<file path="config.mk">
export PLATFORM = sky130hd
export DESIGN_NAME = clock_divider_mc
export DESIGN_NICKNAME = d
export VERILOG_FILES = /design/src/rtl/clock_divider_mc.sv
export SDC_FILE = /design/constraint.sdc
export NUM_CORES = 1
export LEC_CHECK = 0
export CELL_PAD_IN_SITES_DETAIL_PLACEMENT = 2
export CELL_PAD_IN_SITES_GLOBAL_PLACEMENT = 2
export CORE_ASPECT_RATIO = 1.25
export CORE_UTILIZATION = 44
export DETAILED_ROUTE_END_ITERATION = 10
export PLACE_DENSITY = 0.94
export SLEW_MARGIN = 20
export SYNTH_ARGS = -nofsm -noshare
export SYNTH_HDL_FRONTEND = slang
export SYNTH_SLANG_ARGS = --single-unit
export TNS_END_PERCENT = 50
</file>
<file path="constraint.sdc">
create_clock -name clk_in -period 10.8 [get_ports clk_in]
set_clock_uncertainty 0.2 [all_clocks]
set_input_delay 2.16 -clock clk_in [delete_from_list [all_inputs] [get_ports clk_in]]
set_output_delay 2.16 -clock clk_in [all_outputs]
set_load 0.01 [all_outputs]
</file>
<file path="src/rtl/clock_divider_mc.sv">
// Multi-channel clock divider: each channel divides clk_in by scale*PRESCALE with ~50% duty plus a rising-edge tick.
// Latency: outputs registered one edge after inputs (bypass clk_out is combinational); no backpressure.
module clock_divider_mc #(
    parameter int CHANNELS = 2,
    parameter int WIDTH    = 8,
    parameter int CNT_W    = 32,
    parameter int PRESCALE = 258850
) (
    input  logic                      clk_in,
    input  logic                      nrst,
    input  logic [CHANNELS-1:0]       en,
    input  logic [CHANNELS-1:0]       load,
    input  logic [CHANNELS*WIDTH-1:0] scale,
    input  logic                      align,
    output logic [CHANNELS-1:0]       clk_out,
    output logic [CHANNELS-1:0]       tick
);

    localparam logic [CNT_W-1:0] PRE = CNT_W'(PRESCALE);

    for (genvar g = 0; g < CHANNELS; g++) begin : g_ch
        logic [CNT_W-1:0] w_new_p;
        logic [CNT_W-1:0] w_half;
        logic [CNT_W-1:0] r_act_p;
        logic [CNT_W-1:0] r_pend_p;
        logic [CNT_W-1:0] r_count;
        logic             r_pend;
        logic             r_out_q;
        logic             r_tick_q;
        logic             w_bypass;
        logic             w_boundary;
        logic             w_apply;

        assign w_new_p    = CNT_W'(scale[g*WIDTH +: WIDTH]) * PRE;
        // Odd periods spend the extra cycle high.
        assign w_half     = r_act_p - (r_act_p >> 1);
        assign w_bypass   = r_act_p < CNT_W'(2);
        assign w_boundary = en[g] && (r_count == r_act_p - CNT_W'(1));
        assign w_apply    = align || !en[g] || w_bypass || w_boundary;

        always_ff @(posedge clk_in) begin
            if (!nrst) begin
                r_act_p  <= w_new_p;
                r_pend_p <= '0;
                r_pend   <= 1'b0;
                r_count  <= '0;
                r_out_q  <= 1'b0;
                r_tick_q <= 1'b0;
            end else begin
                // Shadow reload: a load coinciding with an application point wins directly.
                if (load[g]) begin
                    r_pend_p <= w_new_p;
                end
                if (w_apply) begin
                    r_pend <= 1'b0;
                    if (load[g]) begin
                        r_act_p <= w_new_p;
                    end else if (r_pend) begin
                        r_act_p <= r_pend_p;
                    end
                end else if (load[g]) begin
                    r_pend <= 1'b1;
                end

                if (align) begin
                    r_count  <= '0;
                    r_out_q  <= 1'b0;
                    r_tick_q <= 1'b0;
                end else if (w_bypass) begin
                    r_count  <= '0;
                    r_out_q  <= 1'b0;
                    r_tick_q <= en[g];
                end else if (!en[g]) begin
                    r_count  <= '0;
                    r_out_q  <= 1'b0;
                    r_tick_q <= 1'b0;
                end else begin
                    r_out_q  <= (r_count < w_half);
                    r_tick_q <= (r_count == '0);
                    r_count  <= w_boundary ? '0 : r_count + CNT_W'(1);
                end
            end
        end

        // Periods below 2 cannot be divided; pass the source clock through.
        assign clk_out[g] = w_bypass ? clk_in : r_out_q;
        assign tick[g]    = r_tick_q;
    end

endmodule
</file>
==> Yosys cells after proc, flatten, opt, wreduce, memory -nomap -nowiden <==
Index checks and enable logic that the tools add are counted.
{ "classes": {"n_addsub": 6, "mul": 2, "div": 0, "order_cmp": 4, "n_eq_ne": 6, "n_shift": 0, "muxes": 14, "bitwise_logic": 3, "reduce_logical": 25} }
{ "ops": {"columns": ["cell", "count"], "rows": [
  ["$mux W32", 4],
  ["$mux W26", 4],
  ["$add A32 B1 Y32 const B", 2],
  ["$eq A32 B32 Y1", 2],
  ["$logic_not A32 Y1", 2],
  ["$lt A32 B2 Y1 const B", 2],
  ["$lt A32 B32 Y1", 2],
  ["$sub A32 B1 Y32 const B", 2],
  ["$sub A32 B31 Y32", 2],
  ["$mul A8 B17 Y25 const B", 2],
  ["$reduce_or A5 Y1", 2],
  ["$reduce_and A2 Y1", 4],
  ["$reduce_or A4 Y1", 2],
  ["$logic_or A1 B1 Y1", 6],
  ["$mux W1", 6],
  ["$ne A3 B1 Y1 const B", 2],
  ["$reduce_or A2 Y1", 3],
  ["$ne A2 B1 Y1 const B", 2],
  ["$reduce_bool A2 Y1", 2],
  ["$not A1 Y1", 3],
  ["$logic_and A1 B1 Y1", 2],
  ["$logic_not A1 Y1", 2]
]} }
{ "totals": {"reg_bits": 184, "latchBits": 0, "ramBits": 0, "romBits": 0, "input_bits": 23, "out_inout_bits": 4, "elab_cells": 74, "mem_count": 0} }

==> Longest topological paths before layout <==
{ "logic_depth": {"word_depth": 6, "mapped_depth": 19, "depth_no_buf": 19} }

==> flow_summary.yaml <==
layout:
  areaGrowthSynthToFinish_pct: 8.12
  final_cells: 2708
  fin_util_pct: 48.2
  layout.nets: 2523
  layout-drive-gt1-share_pct: 3.44
power_and_ir_drop:
  finalPower_w: 0.00613
  leakagePower_nw: 9.03
  power_density_nw_per_um2: 310
  ir_drop_v: 0.000176
outcome:
  status: "finished clean"
min_path:
  hold_path.class: "register to register"
die:
  dieArea_sq_um: 42400
  die_h_um: 230
  die_w_um: 184
  io_pins: 27
  fp-row-count: 83
  core_area_sq_um: 41000
  initial_utilization_pct: 44.6
worst_setup_path:
  crit_path_max_fanout: 2
  crit_path_start_kind: "clock port"
  crit_path_top_delay_cell: "clkdlybuf4s50_1"
  path_class: "clock port to output pin"
  cp.required_ns: 8.44
  path_cells: "clkbuf_16, clkbuf_16, mux2_2, clkdlybuf4s50_1"
  slowest_delay_ns: 0.48
  crit_family: "buffers and inverters"
  cpMostUsedCell: "clkbuf_16"
  critPathBufInv: 3
  worstPathArrival_ns: 6.42
  crit_path_end_kind: "output pin"
synth:
  yosysUniqueCellTypes: 75
  yosys_warnings: 0
  yosys.area.top_type: "ha_1"
  postSynthCellCount: 2138
  synth_top_area_share_pct: 20.5
  synth_edf_count: 50
  synth-seq-area-share_pct: 21.3
  synth_ff_type: "dfxtp_1"
  netlist_area_sq_um: 18300
  ys_ff_latch: 170
  postSynth.asyncResetShare_pct: 0
  synth_area_leaders: "ha_1 (21%), dfxtp_1 (13%), edfxtp_1 (8.2%)"
  syn_nets: 2521
  avgSynthCellArea_sq_um: 8.55
routing:
  vias: 17800
  wl_per_cell_um: 31.9
  ant_nets: 0
  wirelength_um: 86400
  drc: 0
  first_pass_iters: 6
  drt-initial-drc-count: 1267
  via_per_inst: 6.57
clock_network:
  postCtsResizedCells: 0
  cts_setup_buffers: 0
  clkTransAtPathRegs_ns: 0.08
  cts_tree: "done"
  cts_hold_buf: 0
  clk-insertion-delay-late_ns: 0.62
global_routing:
  grt_pass1_vias: 20500
  grt_pass1_wl_um: 130000
  grt_remaining_overflow: 0
  met1_usage_pct: 41.0
  grt_usage_pct: 41.4
  grtUsageMet2_pct: 73.6
  top_usage_layer: "met2"
  antenna_found_initial: 4
  grt_max_degree: 56
  met3_usage_pct: 7.54
sta:
  report.final.slew_viol_count: 0
  hold_viol: 0
  setup_viol: 0
  worst_pin_slew_ns: 1.06
  relSlewSlack_pct: 29.3
  rsz0062_at_grt: "no"
  setup_tns_ns: 0
placement:
  portBuffers: 26
  gp_congestion: 0.854
  detailed_place_hpwl_um: 56300
  post-place-cells: 2669
flow_run:
  drv_cap: 0
worst paths after layout:
path                                                       start                          endpoint  slack [ns]  cells past startpoint
worst min register to register  g_ch[0].r_pend_p[9]$_SDFFE_PN0P_  g_ch[0].r_pend_p[9]$_SDFFE_PN0P_        0.32                      1
worst min-delay path            g_ch[0].r_pend_p[9]$_SDFFE_PN0P_  g_ch[0].r_pend_p[9]$_SDFFE_PN0P_        0.32                      1
worst max-delay path                                      clk_in                        clk_out[1]        2.02                      4
worst max register to register      g_ch[1].r_act_p[7]$_DFFE_PP_        g_ch[1].r_out_q$_SDFF_PP0_        4.72                     19
cells in the mapped netlist, types with 24 or more instances:
cell type,number
a21o_1,44
a21oi_1,88
and3_1,32
clkbuf_1,43
dfxtp_1,120
edfxtp_1,50
fa_1,60
ha_1,300
inv_1,238
mux2i_1,45
nand2_1,194
nand2b_1,24
nand3_1,54
nand4_1,25
nor2_1,94
nor2b_1,61
nor3_1,88
o21ai_0,76
xnor2_1,132
xor2_1,80
stage by stage:
stage | hold WS (ns) | setup WS (ns) | instance area, sq um
floorplan | 0.215 | 2.76 | 18300
CTS | 0.310 | 2.00 | 19800
global placement | 0.224 | 2.33 | 19100
finish | 0.317 | 2.02 | 19800
global route | 0.322 | 1.99 | 19800
detailed placement | 0.261 | 2.33 | 19100
sequential cells by signal, indices dropped and copies added (netlist names):
signal,flops
g_ch.r_count,64
g_ch.r_act_p,50
g_ch.r_pend_p,50
g_ch.r_out_q,2
g_ch.r_pend,2
g_ch.r_tick_q,2
power breakdown:
part	internal, W	switching, W	leakage [nW]
clock	0.000374	0.000382	0.344
combinational	0.00149	0.00288	7.20
sequential	0.000834	0.000177	1.49
cell type report:
class,count,area [sq um]
repair buffers,34,310
diodes,2,5.00
clock buffers,24,549
fillers,4398,21300
inverters,238,893
well taps,552,691
clock inverters,15,155
flip-flops and latches,170,3900
multi-input cells,1673,13300
layer usage:
layer | share of wire, % | vias up
met1 | 35 | 9037
met2 | 51 | 884
met4 | 8.7 | 2
li1 | - | 7415
met5 | 0.017 | -
met3 | 4.9 | 463
cells by family after synthesis:
group / count (synthesis) / synth area share (%)
adders and majority gates: 360 / 27.1
buffers and inverters: 295 / 6.25
muxes: 49 / 2.71
and+or+nand+nor: 676 / 18.8
xor gates and xnor gates: 212 / 10.2
AOI/OAI and AO/OA: 376 / 13.7
DFF: 170 / 21.3
cell usage in the layout, fill, tap and decap left out, types with 7 or more instances in the layout:
cell type	count
ha_1	300
inv_1	238
nand2_1	194
xnor2_1	132
dfxtp_1	120
nor2_1	93
a21oi_1	88
nor3_1	88
xor2_1	80
o21ai_0	76
fa_1	60
nor2b_1	59
nand3_1	54
edfxtp_1	50
mux2i_1	45
a21o_1	44
and3_1	31
nand4_1	25
clkdlybuf4s50_1	25
nand2b_1	24
nor4_1	23
a211oi_1	22
o21bai_1	21
clkbuf_16	21
o211ai_1	17
a31oi_1	15
and2_1	14
o31ai_1	14
or3_1	11
or4_1	11
nor3b_1	10
buf_4	10
and4_1	9
a221oi_1	8
o21a_1	7
nand3b_1	7
(Power assumes the default switching activity.)
==> variant 1 (config.mk and constraints unchanged) <==
Register the input `scale` before use. The logic sees it one clock later. The other inputs are not delayed to match.
--- a/src/rtl/clock_divider_mc.sv
+++ b/src/rtl/clock_divider_mc.sv
@@ -18,6 +18,12 @@
 
     localparam logic [CNT_W-1:0] PRE = CNT_W'(PRESCALE);
 
+    logic [CHANNELS*WIDTH-1:0] scale_q;
+
+    always_ff @(posedge clk_in) begin
+        scale_q <= scale;
+    end
+
     for (genvar g = 0; g < CHANNELS; g++) begin : g_ch
         logic [CNT_W-1:0] w_new_p;
         logic [CNT_W-1:0] w_half;
@@ -31,7 +37,7 @@
         logic             w_boundary;
         logic             w_apply;
 
-        assign w_new_p    = CNT_W'(scale[g*WIDTH +: WIDTH]) * PRE;
+        assign w_new_p    = CNT_W'(scale_q[g*WIDTH +: WIDTH]) * PRE;
         // Odd periods spend the extra cycle high.
         assign w_half     = r_act_p - (r_act_p >> 1);
         assign w_bypass   = r_act_p < CNT_W'(2);
Function: changed (Yosys sat finds a counterexample within 4 cycles, from zero or initial values and one cycle with nrst low).
==> variant 1 against the unedited design <==
Cell count up 1.5%. Setup slack worse by 31 ps. Critical path depth unchanged. Hold slack worse by 23 ps. Cell area up 3.5%. Global-route usage up 1.3 points. Synthesized area up 3.8%. Routed wire length up 6.9%. Sequential cell count up 16. Total power up 1.4%. Largest power group unchanged.
==> variant 1: results (changes against the unedited design) <==
Routed wire length per instance: 33.6 um (+5.3%)
Hold path endpoint: g_ch[0].r_pend_p[10]$_SDFFE_PN0P_
Mux cell area share after synthesis: 0.0252 (-0.00186)
Leak: 9.12 nW (+0.97%)
Highest routed layer: met4
Clock power share: 0.126 (+0.003)
Synth Area in Compound Gates: 0.144 (+0.00767)
Post-DP Area: 0.0198 mm^2 (+3.6%)
Initial antenna violation count: 1 (-3)
Initial detailed-routing violation count: 1414 (+12%)
Switching part of the total: 0.552 (-0.00826)
Final GP Congestion: 0.899 (+5.3%)
Comb power frac: 0.699 (-0.013)
GR Util met2: 0.745 (+0.00824)
Peak supply drop: 0.000136 V (-23%)
Global-route wire length before repair: 139000 um (+7.1%)
Pin count of the biggest net entering global routing: 35 (-38%)
Total track usage: 0.427 (+0.0131)
FF-to-FF Start: g_ch[1].r_act_p[1]$_DFFE_PP_
Sequential area share after synthesis: 0.222 (+0.00899)
Met3 usage: 0.0979 (+0.0225)
Metal2 WL: 45700 um (+3.2%)
CP arrival: 6450 ps (+30 ps)
Met1 Use GR: 0.441 (+0.0307)
Clock latency at the later pin of the worst-skew pair: 620 ps (about the same)
Share of cells above drive strength 1: 0.0553 (+0.0209)
HP Start: g_ch[0].r_pend_p[10]$_SDFFE_PN0P_
Synth cell count leaders: ha_1, inv_1, nand2_1
Yosys cell types: 92 (+23%)
Status: finished, final reports clean
Vias post-DR: 18341 (+3.0%)
Vias in the first global route: 21319 (+4.0%)
WL met1: 33300 um (+10%)
CP endpoint: clk_out[0]
Fillers: 4557 (+3.6%)
-- variant 1: cell count changes in the layout (fill, tap and decap cells not counted), sizes merged, moves of 11 or more --
cell and change:
a21o -11, dfxtp +16, a211oi +14, nand4 +19, xnor2 +12, a21oi +14, nor3 -25
-- variant 1: layout make-up --
type	instances	share of cell area
Sequential cell	186	0.206
Timing Repair Buffer	32	0.0142
Clock inverter	15	0.00795
Multi-Input combinational cell	1691	0.666
Inverter	243	0.0446
Tap cell	559	0.0342
Clock buffer	23	0.0267
-- variant 1: stage by stage --
| step | instances | power [W] | setup WS (ps) | hold slack [ps] |
|---|---|---|---|---|
| 2_1_floorplan | 2172 | 0.00363 | 2770 | 215 |
| 3_3_place_gp | 2713 | 0.00437 | 2340 | 223 |
| 3_5_place_dp | 2713 | 0.00488 | 2340 | 255 |
| 4_1_cts | 2749 | 0.00602 | 1980 | 293 |
| 5_1_grt | 2749 | 0.00645 | 1970 | 312 |
| 6_report | 2749 | 0.00622 | 1990 | 294 |
==> variant 2 (config.mk and constraints unchanged) <==
Without the edit above. Set the parameter `PRESCALE` to 131072 (it was 258850).
--- a/src/rtl/clock_divider_mc.sv
+++ b/src/rtl/clock_divider_mc.sv
@@ -4,7 +4,7 @@
     parameter int CHANNELS = 2,
     parameter int WIDTH    = 8,
     parameter int CNT_W    = 32,
-    parameter int PRESCALE = 258850
+    parameter int PRESCALE = 131072
 ) (
     input  logic                      clk_in,
     input  logic                      nrst,
Formal check against the unedited RTL: no difference found for any inputs over 4 cycles, from zero or initial values and one cycle with nrst low; that may be too few to reach the edited logic, so the function may still have changed.
==> variant 2 against the unedited design <==
Sequential cell count is 68 lower. First-iteration DRC count is 75% lower. Cell area decreased by 63%. Routed wire length is 71% lower. Setup slack worse by 13 ps. Total power shrank 82%. Synthesized area fell by 64%. Count of clock-buffer cells in the layout fell by 9. Largest power group is now the clock network. Highest routed layer is now met4.
==> variant 2: results (changes against the unedited design) <==
Status: finished, final reports clean
Global-route wire length before repair: 38800 um (-70%)
Switching part of the total: 0.320 (-0.240)
Drt total wl: 25000 um (-71%)
Register-to-Register Path Depth: 12 (-7)
R2R Path End: g_ch[0].r_act_p[17]$_DFFE_PP_
Vias post-DR: 5666 (-68%)
Area contributors post-synth: dfxtp_1, ha_1, xnor2_1, edfxtp_1, nor2_1
Yosys cell types: 50 (-33%)
Dpl hpwl: 17200 um (-69%)
First-pass DRT Iterations: 4 (-2)
Reg-to-reg slack, setup: 5710 ps (+990 ps)
Share of cells above drive strength 1: 0.0638 (+0.0295)
Placed Cells: 910 (-66%)
Initial detailed-routing violation count: 314 (-75%)
Clock latency at the later pin of the worst-skew pair: 480 ps (-140 ps)
Sequential area share after synthesis: 0.334 (+0.121)
Syn_area_per_cell: 9.11 um^2 (+6.6%)
Leak: 2.94 nW (-67%)
Total track usage: 0.338 (-0.0753)
Vias in the first global route: 6708 (-67%)
Nets@finish: 844 (-67%)
Slew @ Worst Pin: 936 ps (-124 ps)
Synth cell count leaders: nor2_1, dfxtp_1, ha_1
CP arrival: 6440 ps (+20 ps)
variant 2: worst max-delay path by stage:
stage / startpoint / to / slack, ps / cells after the start
4_1_cts: clk_in / clk_out[0] / 1990 / 4
5_1_grt: clk_in / clk_out[0] / 1980 / 4
6_report: clk_in / clk_out[0] / 2000 / 4
3_3_place_gp: clk_in / clk_out[0] / 2330 / 2
3_5_place_dp: clk_in / clk_out[0] / 2330 / 2
2_1_floorplan: clk_in / clk_out[0] / 2760 / 1
variant 2: through the flow:
stage          total power, W  hold WS [ps]  area [um^2]
6_report              0.00110           337         7400
5_1_grt               0.00113           363         7400
4_1_cts               0.00110           337         7400
3_5_place_dp         0.000648           294         6980
3_3_place_gp         0.000611           242         6980
2_1_floorplan        0.000570           222         6590
variant 2: cells by family (layout without fill, tap and decap cells):
logic type	count (synthesis)	after routing	share of synthesized area
AND/OR/NAND/NOR	279	279	0.212
AO/OA/AOI/OAI	74	74	0.0835
multiplexers	38	38	0.0613
XOR/XNOR	97	97	0.129
adder cells (fa/ha/maj)	74	74	0.140
flip-flops	102	102	0.334
buffers and inverters	59	88	0.0397
variant 2: worst max-delay path, cell delays in order:
cell and delay (ps):
clkbuf_16 130, clkbuf_16 140, mux2_2 270, clkdlybuf4s50_1 490
variant 2: metal layers:
layer	vias to the layer above	routed length (um)	track usage
li1	2558	-	-
met1	2811	8360	0.296
met2	172	14000	0.655
met3	125	646	0.0616
met4	0	1980	0.290
met5	-	0	0
variant 2: power by group through the flow:
stage                     registers [W]  clock network (W)  logic [W]
after floorplan                0.000414         0.00000139   0.000154
after global placement         0.000417         0.00000278   0.000191
after detailed placement       0.000419         0.00000278   0.000226
after CTS                      0.000411           0.000456   0.000238
after global routing           0.000412           0.000468   0.000254
final                          0.000411           0.000450   0.000239
variant 2: layout make-up:
type	count	area share
multi-input combinational	562	0.558
sequential	102	0.298
clock buffer	15	0.0467
timing repair buffer	26	0.0345
tap	178	0.0301
inverter	40	0.0203
clock inverter	7	0.0132
